**src/rtl/flp_to_int_4_pipeline.sv**
```systemverilog
// Pipelined binary32 -> int32 converter, round-to-nearest-even, saturating.
// Optional status flags (flag_invalid, flag_inexact) are built when FLP_TO_INT_FLAGS_EN is defined.
`timescale 1ns/1ps

module flp_to_int_4_pipeline (
    input  logic        clk,
    input  logic        rst,
    input  logic        in_valid,
    input  logic [31:0] A,
    output logic        out_valid,
    output logic [31:0] result
`ifdef FLP_TO_INT_FLAGS_EN
    ,
    output logic        flag_invalid,
    output logic        flag_inexact
`endif
);

    // Capture register: the operand sampled at edge N leaves S4 at edge N+4.
    logic        in_v;
    logic [31:0] in_a;

    // NOTE: every clocked block uses non-blocking assignments so all stages shift together on one edge.
    always_ff @(posedge clk or negedge rst) begin
        if (!rst) begin
            in_v <= 1'b0;
            in_a <= '0;
        end else begin
            in_v <= in_valid;
            in_a <= A;
        end
    end

    // S1: unpack and classify.
    logic        s1_v, s1_sign, s1_nan, s1_inf;
    logic [7:0]  s1_exp;
    logic [23:0] s1_mant;

    always_ff @(posedge clk or negedge rst) begin
        if (!rst) begin
            s1_v    <= 1'b0;
            s1_sign <= 1'b0;
            s1_nan  <= 1'b0;
            s1_inf  <= 1'b0;
            s1_exp  <= '0;
            s1_mant <= '0;
        end else begin
            s1_v    <= in_v;
            s1_sign <= in_a[31];
            s1_exp  <= in_a[30:23];
            s1_mant <= {|in_a[30:23], in_a[22:0]};
            s1_nan  <= (&in_a[30:23]) & (|in_a[22:0]);
            s1_inf  <= (&in_a[30:23]) & ~(|in_a[22:0]);
        end
    end

    // S2: align mant * 2^(e-150). Shift amounts use modular low bits, valid in each branch's range.
    logic [3:0]  ls_amt;
    logic [4:0]  rs_amt;
    logic [55:0] rs_ext;
    logic        exact_min;
    logic [31:0] al_mag;
    logic        al_guard, al_sticky, al_ovf;

    assign ls_amt    = s1_exp[3:0] - 4'd6;
    assign rs_amt    = 5'd22 - s1_exp[4:0];
    assign rs_ext    = {s1_mant, 32'd0} >> rs_amt;
    assign exact_min = s1_sign & (s1_exp == 8'd158) & (s1_mant[22:0] == 23'd0);

    // NOTE: defaults first in always_comb so no path leaves a signal unassigned (no latches).
    always_comb begin
        al_mag    = '0;
        al_guard  = 1'b0;
        al_sticky = 1'b0;
        al_ovf    = 1'b0;
        if (s1_exp >= 8'd158) begin
            al_mag = exact_min ? 32'h8000_0000 : 32'h0;
            al_ovf = ~exact_min & ~s1_nan & ~s1_inf;
        end else if (s1_exp >= 8'd150) begin
            al_mag = {8'd0, s1_mant} << ls_amt;
        end else if (s1_exp >= 8'd126) begin
            al_mag    = {8'd0, rs_ext[55:32]};
            al_guard  = rs_ext[31];
            al_sticky = |rs_ext[30:0];
        end else begin
            al_sticky = |s1_mant;
        end
    end

    logic        s2_v, s2_sign, s2_nan, s2_inf, s2_ovf, s2_guard, s2_sticky;
    logic [31:0] s2_mag;

    always_ff @(posedge clk or negedge rst) begin
        if (!rst) begin
            s2_v      <= 1'b0;
            s2_sign   <= 1'b0;
            s2_nan    <= 1'b0;
            s2_inf    <= 1'b0;
            s2_ovf    <= 1'b0;
            s2_guard  <= 1'b0;
            s2_sticky <= 1'b0;
            s2_mag    <= '0;
        end else begin
            s2_v      <= s1_v;
            s2_sign   <= s1_sign;
            s2_nan    <= s1_nan;
            s2_inf    <= s1_inf;
            s2_ovf    <= al_ovf;
            s2_guard  <= al_guard;
            s2_sticky <= al_sticky;
            s2_mag    <= al_mag;
        end
    end

    // S3: RNE increment; rounding only happens below 2^24, so the add never carries out.
    logic        round_inc;
    logic        s3_v, s3_sign, s3_nan, s3_sat;
    logic [31:0] s3_mag;
`ifdef FLP_TO_INT_FLAGS_EN
    logic        s3_inexact;
`endif

    assign round_inc = s2_guard & (s2_sticky | s2_mag[0]);

    always_ff @(posedge clk or negedge rst) begin
        if (!rst) begin
            s3_v       <= 1'b0;
            s3_sign    <= 1'b0;
            s3_nan     <= 1'b0;
            s3_sat     <= 1'b0;
            s3_mag     <= '0;
`ifdef FLP_TO_INT_FLAGS_EN
            s3_inexact <= 1'b0;
`endif
        end else begin
            s3_v       <= s2_v;
            s3_sign    <= s2_sign;
            s3_nan     <= s2_nan;
            s3_sat     <= s2_inf | s2_ovf;
            s3_mag     <= s2_mag + {31'd0, round_inc};
`ifdef FLP_TO_INT_FLAGS_EN
            s3_inexact <= (s2_guard | s2_sticky) & ~(s2_nan | s2_inf | s2_ovf);
`endif
        end
    end

    // S4: apply sign, saturate out-of-range and Inf, force NaN to the integer indefinite value.
    logic [31:0] s4_val;

    always_comb begin
        s4_val = s3_sign ? (32'd0 - s3_mag) : s3_mag;
        if (s3_nan)
            s4_val = 32'h8000_0000;
        else if (s3_sat)
            s4_val = s3_sign ? 32'h8000_0000 : 32'h7FFF_FFFF;
    end

`ifdef FLP_TO_INT_FLAGS_EN
    always_ff @(posedge clk or negedge rst) begin
        if (!rst) begin
            out_valid    <= 1'b0;
            result       <= '0;
            flag_invalid <= 1'b0;
            flag_inexact <= 1'b0;
        end else begin
            out_valid    <= s3_v;
            result       <= s4_val;
            flag_invalid <= s3_v & (s3_nan | s3_sat);
            flag_inexact <= s3_v & s3_inexact;
        end
    end
`else
    always_ff @(posedge clk or negedge rst) begin
        if (!rst) begin
            out_valid <= 1'b0;
            result    <= '0;
        end else begin
            out_valid <= s3_v;
            result    <= s4_val;
        end
    end
`endif

endmodule

```
**config.mk**
```make
export PLATFORM = sky130hd
export DESIGN_NAME = flp_to_int_4_pipeline
export DESIGN_NICKNAME = d
export VERILOG_FILES = /design/src/rtl/flp_to_int_4_pipeline.sv
export SDC_FILE = /design/constraint.sdc
export NUM_CORES = 1
export LEC_CHECK = 0
export BUFFER_PORTS_ARGS = -buffer_cell sky130_fd_sc_hd__buf_2
export CORE_ASPECT_RATIO = 1.5
export CORE_MARGIN = 2
export CORE_UTILIZATION = 48
export DETAILED_ROUTE_END_ITERATION = 10
export MAX_ROUTING_LAYER = met4
export PLACE_DENSITY = 0.66
export SLEW_MARGIN = 5
export SYNTH_ARGS = -nofsm -noshare
export SYNTH_HDL_FRONTEND = slang
export SYNTH_SLANG_ARGS = --single-unit
```
**constraint.sdc**
```tcl
create_clock -name clk -period 5.14 [get_ports clk]
set_input_delay 0.771 -clock clk [delete_from_list [all_inputs] [get_ports clk]]
set_output_delay 0.771 -clock clk [all_outputs]
set_load 0.05 [all_outputs]
```
==> flow_summary.ini <==
[status]
status = finished, final reports clean

[clocking]
cts_buffers = 17
clk_latency_ps = 440
cts_resized = 0
cts_tree = yes
h-tree-depth = 4
cts_hold_buf = 0
clk_pin_slew_ps = 70
clock-root-buffer = clkbuf_16
post-cts-setup-buffers = 0
cts_sinks = 177
clk_path_buf_depth = 2

[yosys]
syn_inst = 934
ys_warn_count = 0
synth_edf_count = 0
synth-xor-area-share_pct = 4.00
synth_top_family_by_area = simple AND/OR/NAND/NOR gates
synth.area.mux_share_pct = 14.3
synth_cell_types = 59
synth_compound_area_share_pct = 14.6
yosys_register_bits = 177
ys.flop_type = dfrtp_1
synthAdderAreaFrac_pct = 0.931
async_reset_ff_share_pct = 100
yosys.area_share.simple_pct = 16.0
synth_seq_area_share_pct = 47.1
synth_area_um2 = 9400
synth_nets = 976
syn_area_per_cell_um2 = 10.1

[sta]
timing.slew.headroom_pct = 35.0
slew_viol_final = 0
report.final.setup_viol = 0
worstMarginPinSlew_ps = 975
fmax_ghz = 0.284
rsz0062_at_grt = false
period_minus_slack_ps = 3520
hold_viol = 0
final.period_utilization_pct = 68.6
tns_ps = 0
fin_skew_ps = 17.3

[worst_setup_path]
r2r-end = s2_sticky
path_delay_family = multiplexers
crit_path_end = s2_sticky
worstSetupStartpointType = flip-flop
rrSetupSlack_ps = 1620
worstPathRequired_ps = 5460
arrival_ps = 3840
path_buf_inv = 3
cpMostUsedCell = buf_4
end_kind = flip-flop
crit_start = s1_exp[1]
path_depth = 10
cp_max_fo = 34
critPathKind = reg -> reg
cpMaxStageDelayCell = dfrtp_1
r2r_cells = 10
crit_chain = buf_4, ha_1, buf_4, mux2_2, mux2i_1, inv_1, mux4_2, nand4b_1, nor4_1, a21oi_1
max_stage_delay_ps = 490
r2r_start = s1_exp[1]

[cells_and_area]
multi_input_area_um2 = 4700
fillers = 1729
most-common-layout-cells = dfrtp_1 (176), nor2_1 (106), nand2_1 (92)
antennaDiodeCount = 0
finalNetCount = 1020
final_layout_size_suffix_gt1_share_pct = 18.8
layout_commonest_cell = dfrtp_1
regArea_um2 = 4430
syn2layout_area_growth_pct = 12.3
fin_area_um2 = 10600

[global_routing]
grt_pass1_vias = 7591
antenna_found_initial = 0
track_usage_pct = 24.9
grt_overflow = 0
grt_pass1_wl_um = 39000
grt_max_degree = 99

[power]
vdd_ir_drop_max_uv = 244
p_per_area_nw_per_um2 = 360
p_leak_uw = 0.00462

[die]
core_area_um2 = 19200
pin_count = 68
num_rows = 62
start_util_pct = 49.1
die_y_um = 175
dieArea_um2 = 20800
die_w_um = 118

[placed_design]
place_area_um2 = 9970
gp_congestion = 1.03
hpwl_um = 18400
portBuffers = 67

[drt]
ant_nets = 0
viasPerCell = 6.06
wl_per_cell_um = 19.5
first_iter_violations = 526
drc = 0
wl_um = 24300
vias = 7554
first_pass_iters = 5

[flow_run]
cap_violations = 0

[hold_path]
hold_depth = 0
hold_class = reg -> reg
per-stage QoR:
step,hold WS [ps],utilization (%),setup slack [ps],power [µW],instances
after floorplan,331,-,1310,2290,934
after global placement,332,52.0,1690,2550,1215
after detailed placement,338,52.0,1650,2550,1215
after CTS,354,55.1,1650,3820,1247
after global routing,353,55.1,1480,3980,1247
final,352,55.1,1620,3800,1247
worst min path at each step:
stage | from | to | slack (ps)
after floorplan | s3_v | out_valid | 330
after global placement | s2_v | s3_v | 330
after detailed placement | in_v | s1_v | 340
after CTS | in_a[31] | s1_sign | 350
after global routing | in_a[31] | s1_sign | 350
final | s2_v | s3_v | 350
synthesized netlist by cell type (8+ instances only):
cell      number  area (µm²)
a21oi_1       55         275
nor4_1        17         106
o22ai_1       12        75.1
or2_2          8        50.1
o31ai_1       11        82.6
nand3_1       26         130
a221oi_1      11        96.3
nand2_1       92         345
a211oi_1       8        60.1
mux4_2        28         631
mux2_2        24         270
a31oi_1       19         119
dfrtp_1      177        4430
nor2_1       106         398
mux2i_1       44         440
o21ai_0       58         290
nor3_1        14        70.1
and3_1         9        56.3
nand4_1       17         106
nand2b_1       8        50.1
clkbuf_1      45         169
xor2_1        18         158
inv_1         13        48.8
xnor2_1       25         219
routing by layer:
layer	track usage, %	up-vias	routed length, µm
li1	-	3503	-
met1	23.4	3633	8480
met2	44.8	302	12800
met3	3.86	116	1010
met4	19.7	0	2020
met5	-	-	0
logic make-up (layout without fill, tap and decap cells):
| group | Yosys count | after routing |
|---|---|---|
| AOI/OAI and AO/OA | 218 | 218 |
| and+or+nand+nor | 320 | 320 |
| xor gates and xnor gates | 43 | 43 |
| adders and majority gates | 7 | 7 |
| muxes | 96 | 96 |
| DFF | 177 | 177 |
| buffers and inverters | 73 | 130 |
where the power goes:
group	total, µW	leakage, µW	internal (µW)	switching [µW]
registers	1620	0.00219	1520	107
clock network	1270	0.000283	651	616
logic	913	0.00215	322	591
total	3800	0.00462	2490	1310
area by class of cell:
| cell class | count | area share, % |
|---|---|---|
| Clock buffer | 17 | 4.03 |
| Clock inverter | 15 | 1.56 |
| Inverter | 14 | 0.498 |
| Multi-Input combinational cell | 684 | 44.5 |
| Sequential cell | 177 | 41.9 |
| Tap cell | 256 | 3.03 |
| Timing Repair Buffer | 84 | 4.44 |
state kept, by name, summed over array words and instances, names as in the netlist, 8 cells and up:
register / count
in_a: 32
s1_exp: 8
s1_mant: 24
s2_mag: 32
result: 32
s3_mag: 32
Power figures use the tool's default switching activity.
